File: src/rtl/br_pkg.sv
// br_pkg: shared FSM state, funct3 encodings and helpers for the branch controller
package br_pkg;
  typedef enum logic [1:0] {IDLE, EVAL, REDIRECT, FLUSH} br_state_t;
  localparam logic [2:0] F3_BEQ  = 3'b000;
  localparam logic [2:0] F3_BNE  = 3'b001;
  localparam logic [2:0] F3_BLT  = 3'b100;
  localparam logic [2:0] F3_BGE  = 3'b101;
  localparam logic [2:0] F3_BLTU = 3'b110;
  localparam logic [2:0] F3_BGEU = 3'b111;
  function automatic logic is_illegal_f3(input logic [2:0] f3);
    return f3[2:1] == 2'b01;
  endfunction
endpackage

File: src/rtl/branch_comp.sv
// branch_comp: operand comparator (A, B, BrUn in; Eq, Lt out), signed or unsigned less-than
module branch_comp #(
  parameter int XLEN = 32
) (
  input  logic [XLEN-1:0] A,
  input  logic [XLEN-1:0] B,
  input  logic            BrUn,
  output logic            Eq,
  output logic            Lt
);
  always_comb begin
    Eq = A == B;
    Lt = BrUn ? (A < B) : ($signed(A) < $signed(B));
  end
endmodule

File: src/rtl/branch_ctrl.sv
// branch_ctrl: multi-cycle branch resolver; decode handshake in, redirect/flush/resolve pulses and perf counters out
module branch_ctrl
  import br_pkg::*;
#(
  parameter int XLEN         = 32,
  parameter int FLUSH_CYCLES = 2,
  parameter int CNT_W        = 32
) (
  input  logic             clk,
  input  logic             rst_n,
  input  logic             br_valid,
  output logic             br_ready,
  input  logic [2:0]       funct3,
  input  logic             is_jal,
  input  logic             is_jalr,
  input  logic [XLEN-1:0]  A,
  input  logic [XLEN-1:0]  B,
  input  logic [XLEN-1:0]  target,
  output logic             redirect_valid,
  input  logic             redirect_ready,
  output logic [XLEN-1:0]  redirect_pc,
  output logic             flush,
  output logic             resolve_valid,
  output logic             resolve_taken,
  output logic             misalign,
  output logic             illegal,
  output logic [CNT_W-1:0] br_count,
  output logic [CNT_W-1:0] taken_count
);
  localparam int FCW = $clog2(FLUSH_CYCLES + 1);
  br_state_t state, nextState;
  logic [2:0] f3Q;
  logic jalQ, jalrQ;
  logic [XLEN-1:0] aQ, bQ, targetQ, effTarget;
  logic [FCW-1:0] flushCnt;
  logic brUn, eq, lt, isJump, illegalBr, condTaken, taken, misAl, goRedirect, accept;

  branch_comp #(.XLEN(XLEN)) uComp (.A(aQ), .B(bQ), .BrUn(brUn), .Eq(eq), .Lt(lt));

  always_comb begin
    accept     = (state == IDLE) && br_valid;
    isJump     = jalQ | jalrQ;
    illegalBr  = !isJump && is_illegal_f3(f3Q);
    // bit 2 selects the Lt family, bit 0 inverts the sense
    condTaken  = f3Q[2] ? (lt ^ f3Q[0]) : (eq ^ f3Q[0]);
    taken      = isJump | (!illegalBr & condTaken);
    effTarget  = {targetQ[XLEN-1:1], targetQ[0] & !jalrQ};
    misAl      = taken && (effTarget[1:0] != 2'b00);
    goRedirect = taken && !misAl;
  end

  always_ff @(posedge clk or negedge rst_n)
    if (!rst_n) state <= IDLE;
    else state <= nextState;

  always_comb begin
    nextState = state;
    unique case (state)
      IDLE:     nextState = br_valid ? EVAL : IDLE;
      EVAL:     nextState = goRedirect ? REDIRECT : IDLE;
      REDIRECT: nextState = redirect_ready ? FLUSH : REDIRECT;
      FLUSH:    nextState = (flushCnt == FCW'(1)) ? IDLE : FLUSH;
      default:  nextState = IDLE;
    endcase
  end

  always_comb begin
    br_ready = state == IDLE;
    brUn     = f3Q[1];
  end

  always_ff @(posedge clk or negedge rst_n)
    if (!rst_n) begin
      f3Q     <= '0;
      jalQ    <= 1'b0;
      jalrQ   <= 1'b0;
      aQ      <= '0;
      bQ      <= '0;
      targetQ <= '0;
    end else if (accept) begin
      f3Q     <= funct3;
      jalQ    <= is_jal;
      jalrQ   <= is_jalr;
      aQ      <= A;
      bQ      <= B;
      targetQ <= target;
    end

  // registered outputs are derived from the next state so they line up with it
  always_ff @(posedge clk or negedge rst_n)
    if (!rst_n) begin
      redirect_valid <= 1'b0;
      redirect_pc    <= '0;
      flush          <= 1'b0;
      flushCnt       <= '0;
      resolve_valid  <= 1'b0;
      resolve_taken  <= 1'b0;
      misalign       <= 1'b0;
      illegal        <= 1'b0;
      br_count       <= '0;
      taken_count    <= '0;
    end else begin
      redirect_valid <= nextState == REDIRECT;
      redirect_pc    <= (state == EVAL && goRedirect) ? effTarget : redirect_pc;
      flush          <= nextState == FLUSH;
      flushCnt       <= (state == REDIRECT && redirect_ready) ? FCW'(FLUSH_CYCLES) :
                        (state == FLUSH) ? flushCnt - 1'b1 : flushCnt;
      resolve_valid  <= state == EVAL;
      resolve_taken  <= state == EVAL && taken;
      misalign       <= state == EVAL && misAl;
      illegal        <= state == EVAL && illegalBr;
      br_count       <= accept ? br_count + CNT_W'(1) : br_count;
      taken_count    <= (state == EVAL && goRedirect) ? taken_count + CNT_W'(1) : taken_count;
    end
endmodule
File: config.mk
export PLATFORM = sky130hd
export DESIGN_NAME = branch_ctrl
export DESIGN_NICKNAME = d
export VERILOG_FILES = /design/src/rtl/br_pkg.sv /design/src/rtl/branch_comp.sv /design/src/rtl/branch_ctrl.sv
export SDC_FILE = /design/constraint.sdc
export NUM_CORES = 1
export LEC_CHECK = 0
export CAP_MARGIN = 10
export CORE_MARGIN = 3
export CORE_UTILIZATION = 40
export CTS_CLUSTER_DIAMETER = 60
export DETAILED_ROUTE_END_ITERATION = 7
export GPL_ROUTABILITY_DRIVEN = 0
export GPL_TIMING_DRIVEN = 0
export PLACE_DENSITY = 0.68
export SLEW_MARGIN = 25
export SYNTH_ARGS = -nofsm -noshare
export SYNTH_HDL_FRONTEND = slang
export SYNTH_SLANG_ARGS = --single-unit
File: constraint.sdc
create_clock -name clk -period 2.7 [get_ports clk]
set_input_delay 0.54 -clock clk [delete_from_list [all_inputs] [get_ports clk]]
set_output_delay 0.54 -clock clk [all_outputs]
set_load 0.01 [all_outputs]
==> impl_metrics.py, run 1 <==
metrics = {
    "routing": {
        "drt_iter0_drc": 318,
        "drt_pass1_iterations": 4,
        "wl_per_cell_um": 16.9,
        "vias": 6569,
        "wl_met3_um": 1290,
        "wl_um": 22200,
        "dr.max_layer_used": "met4",
        "wl_met2_um": 10600,
        "drc": 0,
        "viasPerCell": 5.01,
        "wirelength_met1_um": 9880,
        "ant_nets": 0,
    },
    "run_status": {
        "violations": "negative setup slack",
        "status": "complete, but fails checks",
    },
    "global_routing": {
        "grt_pass1_wl_um": 34800,
        "antenna_found_initial": 0,
        "gr-total-overflow": 0,
        "grt_pass1_vias": 6565,
        "grt.total_usage_pct": 17.4,
        "grt_max_degree": 92,
    },
    "synthesis": {
        "syn_nets": 886,
        "synth_edf_count": 0,
        "avgSynthCellArea_um2": 12.4,
        "ys_top_cells_by_count": "dfrtp_1, mux2_2, nand2_1",
        "synthArstFlopShare_pct": 100,
        "synth.distinct_cells": 51,
        "ys_seq_area_share_pct": 55.9,
        "syn_inst": 746,
        "ys.flop_type": "dfrtp_1",
        "synth_top_area_share_pct": 55.9,
        "synth_warnings": 0,
        "synth_most_common_cell": "dfrtp_1",
        "synth_top_area_cell": "dfrtp_1",
        "ys_ff_latch": 207,
        "ys_top_cells_by_area": "dfrtp_1, mux2_2, ha_1",
        "synth_area_mm2": 0.00927,
    },
    "sta": {
        "hold_viol": 0,
        "tns_ns": -24.51,
        "fin_crit_sh_pct": 115,
        "holdWs_ns": 0.477,
        "fmax_mhz": 322,
        "setup_violations": 68,
        "grt_setup_unrepaired": "yes",
        "fin_crit_ns": 3.11,
        "fin_ws_ns": -0.410,
        "fin_skew_ns": 0.00944,
        "max-slew-margin-rel_pct": 52.7,
        "drv_slew": 0,
        "max_slew.worst_pin.slew_ns": 0.703,
    },
    "layout": {
        "final_layout_size_suffix_gt1_share_pct": 22.2,
        "fin_util_pct": 58.5,
        "fin_nets": 1149,
        "n_fill_cell": 1909,
        "fin_cells": 1312,
        "area_delta_synth_final_pct": 43.2,
    },
    "pwr": {
        "ir_worst_vdd_uv": 630,
        "clkPwrFrac_pct": 23.0,
        "pwr-share-seq_pct": 35.2,
        "sw_frac_of_total_pct": 32.7,
        "p_leak_nw": 5.88,
        "p_comb_share_pct": 41.8,
        "p_sw_w": 0.00452,
        "power_density_mw_per_mm2": 1040,
        "p_int_w": 0.00928,
    },
    "clock_tree": {
        "clk_pin_slew_ns": 0.06,
        "root_buffer": "clkbuf_16",
        "insertion_delay_ns": 0.51,
        "cts_max_level": 1,
        "numCtsBuffers": 24,
        "cts_buffer_depth": 3,
        "cts_tree": "built",
        "cts_sinks": 207,
    },
    "setup_path": {
        "worst_setup_path_start_kind": "register",
        "cp_data_required_time_ns": 3.07,
        "crit_fanout": 10,
        "path_class": "reg2reg",
        "ff2ff_path_depth": 12,
        "r2r_setup_slack_ns": -0.41,
        "path_common_cell": "buf_4",
        "cp.arrival_ns": 3.48,
        "cp-end-kind": "register",
        "crit_slowest_cell": "or4_4",
        "worstPathCellList": "ha_1, nand4_1, or4_4, nor4_4, buf_4, o311a_1, a211oi_2, mux2i_4, buf_4, buf_6, nor4_2, xor2_1",
        "critPathMaxStageDelay_ns": 0.58,
    },
    "placement": {
        "io_buffers": 207,
        "dp_cells": 1240,
        "dp_slack_ns": -0.805,
        "post-dp-hpwl_um": 15500,
    },
    "die": {
        "die_y_um": 158,
        "io_pins": 208,
        "coreArea_mm2": 0.0227,
        "dieArea_mm2": 0.0250,
        "die_x_um": 158,
        "start_util_pct": 40.8,
        "fp-row-count": 55,
    },
    "job": {
        "maxCapViolations": 0,
    },
    "worst_hold_path": {
        "hp-class": "in2async",
    },
}
-- layer usage --
metal  up-vias  global-route usage [%]
li1       3132                       -
met1      3249                    24.0
met2       160                    28.5
met3        28                    3.83
met4         0                    3.77
met5         -                       0
-- power by group through the flow --
stage | registers [W] | clock network (W) | logic [W]
after global placement | 0.00487 | 0 | 0.00469
after CTS | 0.00485 | 0.00327 | 0.00542
final | 0.00485 | 0.00318 | 0.00577
after detailed placement | 0.00490 | 0 | 0.00479
after global routing | 0.00501 | 0.00340 | 0.00630
after floorplan | 0.00489 | 0 | 0.00303
-- cell type report --
type	count	area (um2)	area share, %
inverter	44	165	1.24
clock buffer	36	687	5.17
clock inverter	6	82.6	0.622
timing repair buffer	237	2450	18.4
antenna	2	5.00	0.0377
sequential	207	5180	39.0
multi-input combinational	470	4140	31.2
buffer	25	210	1.58
tap	285	357	2.69
-- worst max-delay path, delay by kind of cell, from the launching register on --
family | cells | cell delay (ns)
and+or+nand+nor | 4 | 1.04
buffers and inverters | 3 | 0.54
DFF | 1 | 0.39
adders and majority gates | 1 | 0.31
muxes | 1 | 0.31
AOI/OAI and AO/OA | 2 | 0.21
xor gates and xnor gates | 1 | 0.16
-- path summary, 6_finish.rpt --
check / startpoint / to
setup reg to reg: aQ[25]$_DFFE_PN0P_ / taken_count[5]$_DFFE_PN0P_
max in group asynchronous: rst_n / redirect_pc[4]$_DFFE_PN0P_
hold reg to reg: br_count[31]$_DFFE_PN0P_ / br_count[31]$_DFFE_PN0P_
min in group clk: br_count[31]$_DFFE_PN0P_ / br_count[31]$_DFFE_PN0P_
setup / recovery: aQ[25]$_DFFE_PN0P_ / taken_count[5]$_DFFE_PN0P_
hold / removal: rst_n / taken_count[20]$_DFFE_PN0P_
-- repair_timing --
item	in CTS	in global routing
endpoints found under the setup margin	72	82
buffers inserted	8	16
endpoints found under the hold margin	30	0
pin swaps	29	15
hold buffers	1	0
gates resized for setup	52	34
gates cloned	2	1
-- kinds of logic (layout without fill, tap and decap cells) --
logic type | Yosys count | in the layout | synth area share [%]
other cells | 0 | 2 | 0
mux | 100 | 100 | 13.1
buf+inv | 69 | 348 | 3.25
flops | 207 | 207 | 55.9
xor+xnor | 63 | 63 | 5.95
compound gates | 72 | 72 | 4.49
simple gates | 200 | 200 | 12.7
fa+ha+maj | 35 | 35 | 4.72
-- registers in the layout, indices dropped and copies added (netlist names) --
register,count
flush,1
resolve_taken,1
jalrQ,1
f3Q,3
redirect_valid,1
targetQ,32
bQ,32
taken_count,32
flushCnt,2
illegal,1
redirect_pc,32
aQ,32
jalQ,1
state,2
misalign,1
br_count,32
resolve_valid,1
-- metrics by stage --
stage,area [um2],total power (W)
final,13300,0.0138
after global routing,13300,0.0147
after global placement,11700,0.00956
after floorplan,9320,0.00792
after CTS,13000,0.0135
after detailed placement,11800,0.00969
-- placed cells by master, fill, tap and decap left out, types with 4 or more instances in the layout --
| cell type | count |
|---|---|
| nor4_4 | 13 |
| dfrtp_1 | 205 |
| or2_2 | 4 |
| ha_1 | 32 |
| clkdlybuf4s50_1 | 206 |
| nand4_1 | 18 |
| mux2_4 | 31 |
| nand3_1 | 22 |
| clkbuf_1 | 23 |
| nor4_1 | 4 |
| a21oi_1 | 12 |
| and3_1 | 7 |
| nor2_1 | 18 |
| nand2_1 | 68 |
| nor4_2 | 5 |
| inv_1 | 44 |
| buf_6 | 8 |
| buf_4 | 17 |
| nor3_1 | 4 |
| nor3_4 | 8 |
| buf_16 | 4 |
| o21ai_0 | 42 |
| buf_12 | 6 |
| mux2_2 | 68 |
| xor2_1 | 32 |
| xnor2_1 | 31 |
| clkbuf_16 | 26 |
(Power assumes the default switching activity.)
==> inputs of run 2 (changes only) <==
--- a/config.mk
+++ b/config.mk
@@ -12,8 +12,8 @@
 export DETAILED_ROUTE_END_ITERATION = 7
 export GPL_ROUTABILITY_DRIVEN = 0
 export GPL_TIMING_DRIVEN = 0
-export PLACE_DENSITY = 0.68
-export SLEW_MARGIN = 25
+export PLACE_DENSITY = 0.66
+export SLEW_MARGIN = 20
 export SYNTH_ARGS = -nofsm -noshare
 export SYNTH_HDL_FRONTEND = slang
 export SYNTH_SLANG_ARGS = --single-unit
==> constraint.sdc (replaced) <==
create_clock -name clk -period 3.4 [get_ports clk]
set_input_delay 0.68 -clock clk [delete_from_list [all_inputs] [get_ports clk]]
set_output_delay 0.68 -clock clk [all_outputs]
set_load 0.01 [all_outputs]
==> impl_metrics.py, run 2 (synthesized netlist as in run 1, its figures left out) <==
metrics = {
    "worst_hold_path": {
        "hp-class": "in2async",
    },
    "die": {
        "dieArea_mm2": 0.0250,
        "coreArea_mm2": 0.0227,
        "fp-row-count": 55,
        "io_pins": 208,
        "start_util_pct": 40.8,
        "die_y_um": 158,
        "die_x_um": 158,
    },
    "placement": {
        "dp_cells": 1240,
        "io_buffers": 207,
        "post-dp-hpwl_um": 15600,
        "place_area_mm2": 0.0118,
    },
    "sta": {
        "drv_slew": 0,
        "fmax_mhz": 318,
        "fin_crit_sh_pct": 92.6,
        "holdWs_ns": 0.0784,
        "grt_setup_unrepaired": "no",
        "max-slew-margin-rel_pct": 51.6,
        "hold_viol": 0,
        "fin_skew_ns": 0.00809,
        "setup_violations": 0,
        "fin_crit_ns": 3.15,
        "max_slew.worst_pin.slew_ns": 0.719,
    },
    "layout": {
        "area_delta_synth_final_pct": 35.9,
        "final_cell_mix": "dfrtp_1, clkdlybuf4s50_1, mux2_2, nand2_1, inv_1",
        "final_layout_size_suffix_gt1_share_pct": 18.0,
        "final_common_cell": "dfrtp_1",
        "final_cell_area_mm2": 0.0126,
        "fin_nets": 1122,
        "fin_util_pct": 55.5,
        "fin_cells": 1286,
    },
    "setup_path": {
        "path_class": "reg2reg",
        "worst_setup_path_start_kind": "register",
        "crit_fanout": 10,
        "cp_data_required_time_ns": 3.79,
        "cp.arrival_ns": 3.54,
        "cp-end-kind": "register",
    },
    "clock_tree": {
        "cts_max_level": 1,
        "cts_sinks": 207,
        "cts_tree": "built",
        "insertion_delay_ns": 0.51,
        "clk_pin_slew_ns": 0.06,
        "root_buffer": "clkbuf_16",
        "numCtsBuffers": 24,
        "cts_buffer_depth": 3,
    },
    "routing": {
        "wl_um": 21200,
        "drc": 0,
        "drt_pass1_iterations": 4,
        "vias": 6423,
        "ant_nets": 0,
        "drt_iter0_drc": 262,
        "viasPerCell": 4.99,
        "wl_per_cell_um": 16.5,
    },
    "pwr": {
        "power_density_mw_per_mm2": 806,
        "p_leak_nw": 5.50,
        "ir_worst_vdd_uv": 485,
    },
    "run_status": {
        "status": "completed",
    },
    "global_routing": {
        "grt_max_degree": 91,
        "grt.total_usage_pct": 16.9,
        "gr-total-overflow": 0,
        "grt_pass1_wl_um": 34100,
        "grt_pass1_vias": 6519,
        "antenna_found_initial": 0,
    },
    "job": {
        "maxCapViolations": 0,
    },
}
==> run 2: per-layer routing <==
layer  up-vias  global-route usage [%]  wire length, um  part of all wire, %
li1       3069                       -                -                    -
met1      3157                    23.7             9570                   45
met2       175                    26.9             9950                   47
met3        22                    4.16             1430                  6.7
met4         0                    3.36              248                  1.2
met5         -                       0                0                    0
==> run 2: critical path: stages, from the launching register on <==
cell,delay (ns)
dfrtp_1,0.38
ha_1,0.38
nand4_2,0.14
or4_4,0.60
nor4_4,0.27
o21ai_1,0.13
a211oi_2,0.23
mux2i_4,0.17
nor2_8,0.20
buf_6,0.20
mux2_4,0.32
==> run 2: where the power goes <==
part           internal (W)  switching, W
clock               0.00162      0.000992
combinational       0.00194       0.00177
sequential          0.00335      0.000482
==> run 2: path summary, 6_finish.rpt <==
kind	startpoint	end	slack, ns	depth (start not counted)
setup / recovery	aQ[31]$_DFFE_PN0P_	redirect_pc[14]$_DFFE_PN0P_	0.25	10
hold / removal	rst_n	taken_count[20]$_DFFE_PN0P_	0.08	1
hold reg to reg	br_count[31]$_DFFE_PN0P_	br_count[31]$_DFFE_PN0P_	0.48	1
max in group asynchronous	rst_n	redirect_pc[5]$_DFFE_PN0P_	2.20	3
setup reg to reg	aQ[31]$_DFFE_PN0P_	redirect_pc[14]$_DFFE_PN0P_	0.25	10
min in group clk	br_count[31]$_DFFE_PN0P_	br_count[31]$_DFFE_PN0P_	0.48	1
==> run 2: area by class of cell <==
type	count	area [um2]
repair buffers	210	2140
fillers	1975	10100
well taps	285	357
diodes	1	2.50
inverters	44	165
multi-input cells	470	3800
plain buffers	25	138
clock buffers	35	722
flip-flops and latches	207	5180
clock inverters	9	106
==> run 2: metrics by stage <==
step / power [W] / setup TNS (ns) / worst slack [ns]
6_report: 0.0102 / 0 / 0.252
2_1_floorplan: 0.00623 / 0 / 0.447
5_1_grt: 0.0109 / 0 / 0.0555
3_3_place_gp: 0.00752 / -1508.03 / -7.31
4_1_cts: 0.0103 / 0 / 0.000611
3_5_place_dp: 0.00763 / -0.235 / -0.235
==> run 2: what timing repair did <==
item,4_1_cts,5_1_grt
resized for setup,1,1
pin swaps,0,2
hold buffers,0,0
endpoints found under the setup margin,1,51
setup buffers,0,1
